$ cat src/rtl/hazard_ctrl_if.sv
// Bundle between the core pipeline (master) and hazard_ctrl (slave).
// Perf-counter outputs exist only when HAZARD_PERF_CNT_EN is defined.
interface hazard_ctrl_if #(
    parameter int PIPE_DEPTH = 3,
    parameter int REG_IDX_W  = 5
);
    logic                  id_valid_i;
    logic [REG_IDX_W-1:0]  id_rs1_idx_i;
    logic                  id_rs1_used_i;
    logic [REG_IDX_W-1:0]  id_rs2_idx_i;
    logic                  id_rs2_used_i;
    logic [REG_IDX_W-1:0]  id_rd_idx_i;
    logic                  id_reg_write_en_i;
    logic                  id_is_load_i;
    logic                  redirect_i;
    logic                  dmem_busy_i;

    logic                  stall_f_o;
    logic                  stall_d_o;
    logic                  flush_d_o;
    logic                  flush_e_o;
    logic                  freeze_o;
    logic [PIPE_DEPTH-1:0] fwd_rs1_sel_o;
    logic [PIPE_DEPTH-1:0] fwd_rs2_sel_o;
    logic                  rs1_depended_o;
    logic                  rs2_depended_o;
    logic                  mem_timeout_o;

`ifdef HAZARD_PERF_CNT_EN
    logic [31:0]           stall_cnt_o;
    logic [31:0]           freeze_cnt_o;
    logic [31:0]           flush_cnt_o;

    modport master (
        output id_valid_i, id_rs1_idx_i, id_rs1_used_i, id_rs2_idx_i, id_rs2_used_i,
               id_rd_idx_i, id_reg_write_en_i, id_is_load_i, redirect_i, dmem_busy_i,
        input  stall_f_o, stall_d_o, flush_d_o, flush_e_o, freeze_o,
               fwd_rs1_sel_o, fwd_rs2_sel_o, rs1_depended_o, rs2_depended_o, mem_timeout_o,
               stall_cnt_o, freeze_cnt_o, flush_cnt_o
    );
    modport slave (
        input  id_valid_i, id_rs1_idx_i, id_rs1_used_i, id_rs2_idx_i, id_rs2_used_i,
               id_rd_idx_i, id_reg_write_en_i, id_is_load_i, redirect_i, dmem_busy_i,
        output stall_f_o, stall_d_o, flush_d_o, flush_e_o, freeze_o,
               fwd_rs1_sel_o, fwd_rs2_sel_o, rs1_depended_o, rs2_depended_o, mem_timeout_o,
               stall_cnt_o, freeze_cnt_o, flush_cnt_o
    );
`else
    modport master (
        output id_valid_i, id_rs1_idx_i, id_rs1_used_i, id_rs2_idx_i, id_rs2_used_i,
               id_rd_idx_i, id_reg_write_en_i, id_is_load_i, redirect_i, dmem_busy_i,
        input  stall_f_o, stall_d_o, flush_d_o, flush_e_o, freeze_o,
               fwd_rs1_sel_o, fwd_rs2_sel_o, rs1_depended_o, rs2_depended_o, mem_timeout_o
    );
    modport slave (
        input  id_valid_i, id_rs1_idx_i, id_rs1_used_i, id_rs2_idx_i, id_rs2_used_i,
               id_rd_idx_i, id_reg_write_en_i, id_is_load_i, redirect_i, dmem_busy_i,
        output stall_f_o, stall_d_o, flush_d_o, flush_e_o, freeze_o,
               fwd_rs1_sel_o, fwd_rs2_sel_o, rs1_depended_o, rs2_depended_o, mem_timeout_o
    );
`endif
endinterface

$ cat src/rtl/hazard_ctrl.sv
// Hazard/forwarding controller: writer scoreboard over EXE..WB, forwarding selects, load-use stall,
// redirect flush, memory-wait freeze and sticky timeout. HAZARD_PERF_CNT_EN adds event counters.
module hazard_ctrl #(
    parameter int PIPE_DEPTH   = 3,
    parameter int REG_IDX_W    = 5,
    parameter int MEM_WAIT_MAX = 4
) (
    input  logic         clk,
    input  logic         reset,
    hazard_ctrl_if.slave hz
);
    localparam int               CNT_W   = $clog2(MEM_WAIT_MAX + 1);
    localparam logic [CNT_W-1:0] CNT_MAX = CNT_W'(MEM_WAIT_MAX);

    logic [PIPE_DEPTH-1:0] sb_valid_reg;
    logic [REG_IDX_W-1:0]  sb_rd_reg [PIPE_DEPTH];
    // Only the EXE slot ever consults the load flag, so older slots do not carry it.
    logic                  sb_load_reg;
    logic [CNT_W-1:0]      wait_cnt_reg;
    logic                  timeout_reg;

    logic [PIPE_DEPTH-1:0] rs1_match;
    logic [PIPE_DEPTH-1:0] rs2_match;
    logic [PIPE_DEPTH-1:0] rs1_first;
    logic [PIPE_DEPTH-1:0] rs2_first;
    logic                  rs1_load_use;
    logic                  rs2_load_use;
    logic                  load_use;
    logic                  freeze;
    logic                  record;

    generate
        for (genvar gi = 0; gi < PIPE_DEPTH; gi++) begin : g_match
            assign rs1_match[gi] = hz.id_valid_i & hz.id_rs1_used_i & (hz.id_rs1_idx_i != '0)
                                 & sb_valid_reg[gi] & (sb_rd_reg[gi] == hz.id_rs1_idx_i);
            assign rs2_match[gi] = hz.id_valid_i & hz.id_rs2_used_i & (hz.id_rs2_idx_i != '0)
                                 & sb_valid_reg[gi] & (sb_rd_reg[gi] == hz.id_rs2_idx_i);
        end
    endgenerate

    // Isolate the lowest set bit: the youngest in-flight writer wins.
    assign rs1_first    = rs1_match & (~rs1_match + PIPE_DEPTH'(1));
    assign rs2_first    = rs2_match & (~rs2_match + PIPE_DEPTH'(1));
    assign rs1_load_use = rs1_first[0] & sb_load_reg;
    assign rs2_load_use = rs2_first[0] & sb_load_reg;
    assign load_use     = rs1_load_use | rs2_load_use;
    assign freeze       = hz.dmem_busy_i;
    assign record       = hz.id_valid_i & hz.id_reg_write_en_i & (hz.id_rd_idx_i != '0)
                        & ~load_use & ~hz.redirect_i;

    logic                  stall_f;
    logic                  stall_d;
    logic                  flush_d;
    logic                  flush_e;
    logic                  freeze_out;
    logic [PIPE_DEPTH-1:0] fwd_rs1_sel;
    logic [PIPE_DEPTH-1:0] fwd_rs2_sel;
    logic                  mem_timeout;

    always_comb begin
        stall_f     = 1'b0;
        stall_d     = 1'b0;
        flush_d     = 1'b0;
        flush_e     = 1'b0;
        freeze_out  = 1'b0;
        fwd_rs1_sel = '0;
        fwd_rs2_sel = '0;
        mem_timeout = 1'b0;
        if (!reset) begin
            fwd_rs1_sel = rs1_load_use ? '0 : rs1_first;
            fwd_rs2_sel = rs2_load_use ? '0 : rs2_first;
            mem_timeout = timeout_reg | (freeze & (wait_cnt_reg == CNT_MAX));
            if (freeze) begin
                freeze_out = 1'b1;
                stall_f    = 1'b1;
                stall_d    = 1'b1;
            end else if (hz.redirect_i) begin
                flush_d = 1'b1;
                flush_e = 1'b1;
            end else if (load_use) begin
                stall_f = 1'b1;
                stall_d = 1'b1;
                flush_e = 1'b1;
            end
        end
    end

    always_ff @(posedge clk) begin
        if (reset) begin
            sb_valid_reg <= '0;
            sb_load_reg  <= 1'b0;
            wait_cnt_reg <= '0;
            timeout_reg  <= 1'b0;
            for (int k = 0; k < PIPE_DEPTH; k++) begin
                sb_rd_reg[k] <= '0;
            end
        end else if (freeze) begin
            if (wait_cnt_reg == CNT_MAX) begin
                timeout_reg <= 1'b1;
            end else begin
                wait_cnt_reg <= wait_cnt_reg + CNT_W'(1);
            end
        end else begin
            wait_cnt_reg <= '0;
            sb_valid_reg <= {sb_valid_reg[PIPE_DEPTH-2:0], record};
            sb_load_reg  <= record & hz.id_is_load_i;
            sb_rd_reg[0] <= hz.id_rd_idx_i;
            for (int k = 1; k < PIPE_DEPTH; k++) begin
                sb_rd_reg[k] <= sb_rd_reg[k-1];
            end
        end
    end

    assign hz.stall_f_o      = stall_f;
    assign hz.stall_d_o      = stall_d;
    assign hz.flush_d_o      = flush_d;
    assign hz.flush_e_o      = flush_e;
    assign hz.freeze_o       = freeze_out;
    assign hz.fwd_rs1_sel_o  = fwd_rs1_sel;
    assign hz.fwd_rs2_sel_o  = fwd_rs2_sel;
    assign hz.rs1_depended_o = |fwd_rs1_sel;
    assign hz.rs2_depended_o = |fwd_rs2_sel;
    assign hz.mem_timeout_o  = mem_timeout;

`ifdef HAZARD_PERF_CNT_EN
    logic [31:0] stall_cnt_reg;
    logic [31:0] freeze_cnt_reg;
    logic [31:0] flush_cnt_reg;

    always_ff @(posedge clk) begin
        if (reset) begin
            stall_cnt_reg  <= '0;
            freeze_cnt_reg <= '0;
            flush_cnt_reg  <= '0;
        end else begin
            if (freeze) begin
                freeze_cnt_reg <= freeze_cnt_reg + 32'd1;
            end
            if (!freeze && hz.redirect_i) begin
                flush_cnt_reg <= flush_cnt_reg + 32'd1;
            end
            if (!freeze && !hz.redirect_i && load_use) begin
                stall_cnt_reg <= stall_cnt_reg + 32'd1;
            end
        end
    end

    assign hz.stall_cnt_o  = stall_cnt_reg;
    assign hz.freeze_cnt_o = freeze_cnt_reg;
    assign hz.flush_cnt_o  = flush_cnt_reg;
`endif
endmodule

$ cat src/flat_wrapper.sv
// flat-port wrapper written by rule: the top's interface ports become plain ports
module hazard_ctrl_flat 
#(
    parameter int PIPE_DEPTH   = 3,
    parameter int REG_IDX_W    = 5,
    parameter int MEM_WAIT_MAX = 4
)
  (clk, reset, hz_id_valid_i, hz_id_rs1_idx_i, hz_id_rs1_used_i, hz_id_rs2_idx_i, hz_id_rs2_used_i, hz_id_rd_idx_i, hz_id_reg_write_en_i, hz_id_is_load_i, hz_redirect_i, hz_dmem_busy_i, hz_stall_f_o, hz_stall_d_o, hz_flush_d_o, hz_flush_e_o, hz_freeze_o, hz_fwd_rs1_sel_o, hz_fwd_rs2_sel_o, hz_rs1_depended_o, hz_rs2_depended_o, hz_mem_timeout_o);
  hazard_ctrl_if #(.PIPE_DEPTH(PIPE_DEPTH), .REG_IDX_W(REG_IDX_W)) hz_i ();
  input  logic clk;
  input  logic reset;
  input wire logic [$bits(hz_i.id_valid_i)-1:0] hz_id_valid_i;
  input wire logic [$bits(hz_i.id_rs1_idx_i)-1:0] hz_id_rs1_idx_i;
  input wire logic [$bits(hz_i.id_rs1_used_i)-1:0] hz_id_rs1_used_i;
  input wire logic [$bits(hz_i.id_rs2_idx_i)-1:0] hz_id_rs2_idx_i;
  input wire logic [$bits(hz_i.id_rs2_used_i)-1:0] hz_id_rs2_used_i;
  input wire logic [$bits(hz_i.id_rd_idx_i)-1:0] hz_id_rd_idx_i;
  input wire logic [$bits(hz_i.id_reg_write_en_i)-1:0] hz_id_reg_write_en_i;
  input wire logic [$bits(hz_i.id_is_load_i)-1:0] hz_id_is_load_i;
  input wire logic [$bits(hz_i.redirect_i)-1:0] hz_redirect_i;
  input wire logic [$bits(hz_i.dmem_busy_i)-1:0] hz_dmem_busy_i;
  output wire logic [$bits(hz_i.stall_f_o)-1:0] hz_stall_f_o;
  output wire logic [$bits(hz_i.stall_d_o)-1:0] hz_stall_d_o;
  output wire logic [$bits(hz_i.flush_d_o)-1:0] hz_flush_d_o;
  output wire logic [$bits(hz_i.flush_e_o)-1:0] hz_flush_e_o;
  output wire logic [$bits(hz_i.freeze_o)-1:0] hz_freeze_o;
  output wire logic [$bits(hz_i.fwd_rs1_sel_o)-1:0] hz_fwd_rs1_sel_o;
  output wire logic [$bits(hz_i.fwd_rs2_sel_o)-1:0] hz_fwd_rs2_sel_o;
  output wire logic [$bits(hz_i.rs1_depended_o)-1:0] hz_rs1_depended_o;
  output wire logic [$bits(hz_i.rs2_depended_o)-1:0] hz_rs2_depended_o;
  output wire logic [$bits(hz_i.mem_timeout_o)-1:0] hz_mem_timeout_o;
  assign hz_i.id_valid_i = hz_id_valid_i;
  assign hz_i.id_rs1_idx_i = hz_id_rs1_idx_i;
  assign hz_i.id_rs1_used_i = hz_id_rs1_used_i;
  assign hz_i.id_rs2_idx_i = hz_id_rs2_idx_i;
  assign hz_i.id_rs2_used_i = hz_id_rs2_used_i;
  assign hz_i.id_rd_idx_i = hz_id_rd_idx_i;
  assign hz_i.id_reg_write_en_i = hz_id_reg_write_en_i;
  assign hz_i.id_is_load_i = hz_id_is_load_i;
  assign hz_i.redirect_i = hz_redirect_i;
  assign hz_i.dmem_busy_i = hz_dmem_busy_i;
  assign hz_stall_f_o = hz_i.stall_f_o;
  assign hz_stall_d_o = hz_i.stall_d_o;
  assign hz_flush_d_o = hz_i.flush_d_o;
  assign hz_flush_e_o = hz_i.flush_e_o;
  assign hz_freeze_o = hz_i.freeze_o;
  assign hz_fwd_rs1_sel_o = hz_i.fwd_rs1_sel_o;
  assign hz_fwd_rs2_sel_o = hz_i.fwd_rs2_sel_o;
  assign hz_rs1_depended_o = hz_i.rs1_depended_o;
  assign hz_rs2_depended_o = hz_i.rs2_depended_o;
  assign hz_mem_timeout_o = hz_i.mem_timeout_o;
  hazard_ctrl #(.PIPE_DEPTH(PIPE_DEPTH), .REG_IDX_W(REG_IDX_W), .MEM_WAIT_MAX(MEM_WAIT_MAX)) u_core (.clk(clk), .reset(reset), .hz(hz_i));
endmodule
$ cat config.mk
export PLATFORM = sky130hd
export DESIGN_NAME = hazard_ctrl_flat
export DESIGN_NICKNAME = d
export VERILOG_FILES = /design/src/rtl/hazard_ctrl_if.sv /design/src/rtl/hazard_ctrl.sv /design/src/flat_wrapper.sv
export SDC_FILE = /design/constraint.sdc
export NUM_CORES = 1
export LEC_CHECK = 0
export ABC_AREA = 1
export CAP_MARGIN = 20
export CORE_UTILIZATION = 40
export DETAILED_ROUTE_END_ITERATION = 16
export PLACE_DENSITY = 0.69
export SLEW_MARGIN = 20
export SYNTH_ARGS = -nofsm -noshare
export SYNTH_HDL_FRONTEND = slang
export SYNTH_SLANG_ARGS = --single-unit
$ cat constraint.sdc
create_clock -name clk -period 1.2 [get_ports clk]
set_input_delay 0.12 -clock clk [delete_from_list [all_inputs] [get_ports clk]]
set_output_delay 0.12 -clock clk [all_outputs]
set_load 0.005 [all_outputs]
* Word level (Yosys, flattened, before mapping)
Memory sizes are Yosys's and may differ from the RTL's.
Index checks and enable logic that the tools add are counted.
** Storage, ports and cells
- Flip-flop bits (word level) :: 8
- Memories :: 1
- Bits in writable memories :: 15
- Word-level logic and storage cells :: 83
- Output and inout bits :: 14
** Memories
- u_core.sb_rd_reg :: depth 3, bits a word 5, rd ports 3, clocked after memory_dff 0, wr ports 3, RTL line hazard_ctrl.sv:16 : logic [REG_IDX_W-1:0] sb_rd_reg [PIPE_DEPTH];
** Cells by class
- Muxes and demuxes :: 25
- $add $sub $neg :: 3
- Eq/ne operators :: 7
- Reduce and logical (&&, ||, !) cells :: 7
- Bitwise logic cells :: 36
** Operators by type and width (number)
- 5-bit == test :: 6
- 1-bit bitwise AND :: 24
- 1-bit 2-to-1 mux :: 18
- 5-bit 2-to-1 mux :: 3
- 5-bit nonzero test :: 3
- 3-bit 2-to-1 mux :: 4
- 3-bit by 1-bit adder with 3-bit output (second input constant) :: 3
- 3-bit bitwise AND :: 2
- 3-bit inverter :: 2
- 3-bit OR reduction :: 2
- 1-bit OR :: 5
- 3-bit == test (second input constant) :: 1
- 1-bit inverter :: 3
- 2-bit AND reduction :: 1
- 2-bit OR reduction :: 1

* Depth between registers and ports, before layout
Gate-level depths: netlist of run 1.
- Depth in word-level cells :: 13
- Depth in mapped cells :: 10
- Depth with buffers taken out :: 10

* Least setup slack after synthesis of run 1
Ideal clock, no wire load.
- Path type :: flip-flop to output port
- Start :: memory u_core.sb_rd_reg[0][4]
- End :: output hz_stall_f_o
- Arrival :: 1214 ps
- Slack :: -134 ps
- Cell stages (with the launch flop) :: 11
- Cell sequence :: edfxtp_1 -> inv_1 -> nand2_1 -> nand2_1 -> nand2_1 -> nor2_2 -> nand3_2 -> nand2_2 -> nand2_4 -> o21ai_2 -> buf_4
** RTL lines
- start, declared :: RTL line hazard_ctrl.sv:16
- end, declared :: RTL line flat_wrapper.sv:22 : output wire logic [$bits(hz_i.stall_f_o)-1:0] hz_stall_f_o;

==> metrics, run 1 <==
max reg flops 15; Max stage delay on crit path between 0.4 and 0.5 ns; count of pins over their slew limit 0; worst setup margin -0.630 ns; critical path fanouts, max 4; Clk Latency, worst-skew pair around 0.28 ns; Fin. Hold Viols 0; critical path data arrival time 1.71 ns; area share of the largest cell type after synthesis between 20% and 30%; commonest cells after routing, fill and taps aside nand2_1, buf_4, inv_1; Crit path top cell by count nand3_2; min cycle time layout 1.83 ns; Slew HR ~78%; Final Wtd Congestion 0.919; post-synthesis compound-gate area fraction 7.39%; worst path buffer plus inverter count 3; Met2 Wirelength 2380 um; P_leak roughly 1.3 nW; share of cells above drive strength 1 35.3%; critical path class reg2out; Syn Inst Count approximately 240; global-route wire length before repair ~7700 um; Synth area leaders edfxtp_1, nand2_1, inv_1; HP Class in2reg; I/O pin count 38; Mapped Area 0.00161 sq mm; VDD IR max 0.000740 V; RSZ-0062 raised after global routing yes; # placed instances 354; DIE AREA roughly 0.0043 sq mm; post-synthesis xor/xnor area fraction under 10%; # setup viols final 14; remaining routing DRC violations 0; critical path startpoint category flip-flop; Die X 65.4 um; Synth warnings 0; Critical Path RT 1.08 ns; area leader, netlist edfxtp_1; final setup skew between 0.008 and 0.009 ns; initial antenna violation count 0; Net Count, Synth 262; worst hold margin between 0.4 and 0.5 ns; total wire length 4780 um; status finished with violations; critical path, cell by cell buf_6 > nand2_4 > nand3_2 > nor2_2 > nand3_2 > buf_4 > nand3_2 > nand3_1 > buf_2; met3 WL 254 um; clk sink count 23; most common cell after layout, fill and taps aside nand2_1; Synth Area in Simple Gates between 30% and 40%; clock slew at reported path FFs 0.10 ns; GRT Total Usage roughly a quarter; Final ANT Viol Nets 0; Post-DP Area ~0.0023 sq mm; adder-cell share of the synthesized area 1.56%; Finished Layout Cells 377; post-route clock period utilization 153%; FMAX 546 MHz; Highest Signal Layer met4; Slew @ Worst Pin 0.333 ns; Die Y 65.4 um; PwrDens 774 mW/mm^2; Seq/Total Area, Yosys 38.0%; Setup crit end kind output port; vias in the first global route 1761; max_cap viols 0; total grt overflow 0; drt first pass iters 7; # hold bufs at CTS 0; Slowest cell on crit path edfxtp_1; Via-to-Cell Ratio 4.76; Syn-to-layout area delta 60.2%; largest family of logic cells by synthesized area simple AND/OR/NAND/NOR gates; CTS tree done; WL per Instance roughly 13 um; multiplexer share of the synthesized area 0%; final net count 356; H-tree levels 1; DRT iter0 DRCs 116; Core Region ~0.0038 sq mm; via count 1794; syn_area_per_cell 6.81 sq um; met1 WL 2060 um; delay-heaviest family, CP simple AND/OR/NAND/NOR gates; Antenna Cells 0; failing checks setup timing; clock root cell clkbuf_8; count of input and output buffers 37; final instance area 0.00258 sq mm; largest net degree at the start of global routing 15; clk buf depth 2; initial core utilization 42.6%; Yosys cell types 28; Rows 22; post-synthesis register bit count 23; Final HPWL DP between 3000 and 4000 um; total CTS buffers 3
[final cells by class]
class,count,area [sq um]
Inverter,50,189
Sequential cell,23,613
Timing Repair Buffer,91,759
Clock inverter,1,7.51
Tap cell,48,60.1
Fill cell,340,1190
Clock buffer,3,41.3
Multi-Input combinational cell,161,906
[power breakdown]
| group | leakage [nW] | switching (W) | internal (W) |
|---|---|---|---|
| registers | 0.231 | 0.0000383 | 0.000887 |
| clock network | 0.0217 | 0.000291 | 0.000236 |
| logic | 1.04 | 0.000262 | 0.000280 |
| total | 1.29 | 0.000591 | 0.00140 |
[routing by layer]
metal	track usage, %	vias to the layer above
met5	0	-
met4	6.52	0
met3	4.69	13
met2	42.8	55
met1	29.1	802
li1	-	924
[cell families (layout without fill, tap and decap cells)]
group	Yosys count	in the layout
compound gates	22	22
xor+xnor	10	10
simple gates	127	127
fa+ha+maj	2	2
flops	23	23
buf+inv	52	145
[timing repair]
action	in CTS	in global routing
pin swaps	30	15
buffers inserted	15	4
endpoints found under the setup margin	17	15
resized for setup	78	19
[cells in the mapped netlist]
cell type / count
a21oi_1: 9
a21oi_2: 1
and3_1: 1
buf_4: 1
clkbuf_1: 1
clkinv_1: 1
dfxtp_1: 8
edfxtp_1: 15
ha_1: 2
inv_1: 43
inv_2: 6
nand2_1: 51
nand2_2: 3
nand2_4: 1
nand3_1: 17
nand3_2: 2
nand3b_1: 1
nand4_1: 6
nor2_1: 35
nor2_2: 5
nor3_1: 4
nor4_1: 1
o21ai_0: 9
o21ai_1: 1
o21ai_2: 1
o22ai_1: 1
xnor2_1: 6
xor2_1: 4
[metrics by stage]
stage | total power [W] | TNS [ns] | utilization, % | setup WS (ns)
after floorplan | 0.00113 | -0.130 | - | -0.129
after global placement | 0.00139 | -19.87 | 60.7 | -0.896
after detailed placement | 0.00140 | -20.74 | 60.7 | -0.913
after CTS | 0.00197 | -6.94 | 65.9 | -0.625
after global routing | 0.00209 | -8.62 | 68.3 | -0.709
final | 0.00199 | -7.33 | 68.3 | -0.630
[final timing paths]
path,from,end,slack [ns],cells after the start
worst max-delay path,u_core.sb_rd_reg[0][0],hz_rs1_depended_o,-0.63,9
worst min-delay path,hz_id_is_load_i,u_core.sb_load_reg,0.43,3
worst max register to register,u_core.sb_rd_reg[0][0],u_core.sb_load_reg,-0.53,12
worst min register to register,u_core.timeout_reg,u_core.timeout_reg,0.45,2
[worst min-delay path, stage by stage]
cell	delay, ns
clkdlybuf4s50_1	0.39
nand4_1	0.10
nand2_1	0.05
Note: power is estimated with default switching activity, not from simulation.
==> run 2: changes to the inputs <==
Settings changed: CORE_ASPECT_RATIO set to 1.2.
==> run 2 against run 1 <==
Against the previous run:
- the run still ends with setup timing left
- register-to-register slack better by 0.20 ns
- final cell count is 1.1% higher
- sequential power is essentially flat
- wire length fell by 4.5%
- total power decreased by 1.7%
- cell area is 0.92% higher
- hold slack worse by 0.014 ns
- critical path depth stayed put
- die area barely moved
- clock skew decreased by 0.0074 ns
- critical endpoint is now hz_fwd_rs1_sel_o[2]
- largest power group unchanged
==> metrics, run 2 (same netlist as run 1, synthesis figures left out) <==
status finished with violations; failing checks setup timing; critical path class reg2out; drt first pass iters 4; total power 0.00196 W; critical path startpoint category flip-flop; final setup skew 0.000583 ns; HP Class in2reg; fill count 322; TNS Setup -6.88 ns; Critical Path RT 1.08 ns; min cycle time layout 1.85 ns; Final Wtd Congestion 1.07; reg2reg start u_core.sb_rd_reg[0][4]; worst path buffer plus inverter count 4; share of cells above drive strength 1 37.1%; P_leak 1.34 nW; hold depth 3; largest net degree at the start of global routing 18; VDD IR max 0.000501 V; vias in the first global route roughly 1700; H-tree levels 1; via count between 1500 and 2000; Slew HR 79.3%; DIE AREA 0.00428 sq mm; total grt overflow 0; GRT Total Usage about 23%; Die X 59.9 um; path depth of the worst reg2reg path 12; final instance area 0.00260 sq mm; clock slew at reported path FFs 0.08 ns; R2R Path End u_core.sb_valid_reg[0]; Setup WS pre-CTS -0.902 ns; Crit path top cell by count buf_4; clock root cell clkbuf_8; # hold bufs at CTS 0; # setup viols final 13; delay-heaviest family, CP buffers and inverters; worst setup margin -0.649 ns; WL per Instance 12.0 um; critical path, cell by cell buf_4 > xnor2_2 > and3_4 > nand2_1 > nor2_2 > buf_4 > buf_4 > nor2_1 > buf_2; hold path startpoint hz_id_is_load_i; Via-to-Cell Ratio about 4.8; CTS tree done; global-route wire length before repair between 7000 and 8000 um; commonest cells after routing, fill and taps aside buf_4, nand2_1, inv_1; initial antenna violation count 0; count of input and output buffers 37; Fin. Hold Viols 0; worst hold margin 0.411 ns; clk sink count 23; Reg2Reg Setup Slack -0.33 ns; critical path fanouts, max 2; Syn-to-layout area delta 61.7%; post-route clock period utilization 154%; FMAX 541 MHz; Post-DP Area roughly 0.0023 sq mm; remaining routing DRC violations 0; Setup crit end kind output port; Antenna Cells 0; count of pins over their slew limit 0; Die Y 71.5 um; I/O pin count 38; clk buf depth 2; initial core utilization between 40 and 50%; Slowest cell on crit path edfxtp_1; most common cell after layout, fill and taps aside buf_4; Slew @ Worst Pin 0.308 ns; Clk Latency, worst-skew pair 0.27 ns; Hold Path End u_core.sb_load_reg; DRT iter0 DRCs 52; Max stage delay on crit path 0.40 ns; RSZ-0062 raised after global routing yes; critical path data arrival time 1.73 ns; Core Region between 0.003 and 0.004 sq mm; max reg flops 15; total CTS buffers 3; max_cap viols 0; final net count 356; Final ANT Viol Nets 0; Final HPWL DP about 3400 um; total wire length 4570 um; Rows 24; PwrDens 754 mW/mm^2
run 2: power by group:
part	internal, W	switching, W
Combinational	0.000273	0.000261
Clock	0.000238	0.000264
Sequential	0.000887	0.0000367
run 2: how the worst max path moves through the flow:
stage	start	end	slack, ns	depth (start not counted)
floorplan	u_core.sb_rd_reg[0][4]	hz_stall_f_o	-0.13	10
global placement	hz_id_rs2_idx_i[0]	hz_stall_d_o	-0.89	10
detailed placement	hz_id_rs1_idx_i[1]	hz_stall_f_o	-0.90	10
CTS	u_core.sb_rd_reg[0][14]	hz_rs1_depended_o	-0.66	9
global route	u_core.sb_rd_reg[0][4]	hz_stall_f_o	-0.74	11
finish	u_core.sb_rd_reg[0][7]	hz_fwd_rs1_sel_o[2]	-0.65	9
run 2: area by class of cell:
cell class / count / area (sq um) / share of cell area [%]
multi-input cells: 161 / 931 / 35.8
repair buffers: 91 / 757 / 29.1
flip-flops and latches: 23 / 613 / 23.6
inverters: 50 / 189 / 7.27
well taps: 52 / 65.1 / 2.50
clock buffers: 4 / 45.0 / 1.73
run 2: metrics by stage:
step	util, %	std cells
after floorplan	-	236
after global placement	61.4	357
after detailed placement	61.4	357
after CTS	66.6	380
after global routing	69.8	381
final	69.8	381
run 2: tightest hold or removal path: stages:
cell and delay [ns]:
clkdlybuf4s50_1 0.39, nand4_1 0.09, nand2_1 0.04
run 2: what timing repair did:
item / CTS / global route
cloned: 0 / 0
setup buffers: 19 / 1
endpoints found under the setup margin: 29 / 14
gates resized for setup: 68 / 34
pin swaps: 19 / 15
run 2: routing by layer:
metal / routed length [um] / vias to the layer above / global-route usage (%)
li1: - / 927 / -
met1: 1990 / 848 / 28.6
met2: 2340 / 41 / 37.4
met3: 129 / 11 / 2.89
met4: 109 / 0 / 10.9
met5: 0 / - / 0
==> run 3: changes to the inputs <==
Settings changed: CAP_MARGIN 20 to not set.
==> results of run 3 <==
The final DEF is identical to that of run 2; final timing and power are the same.
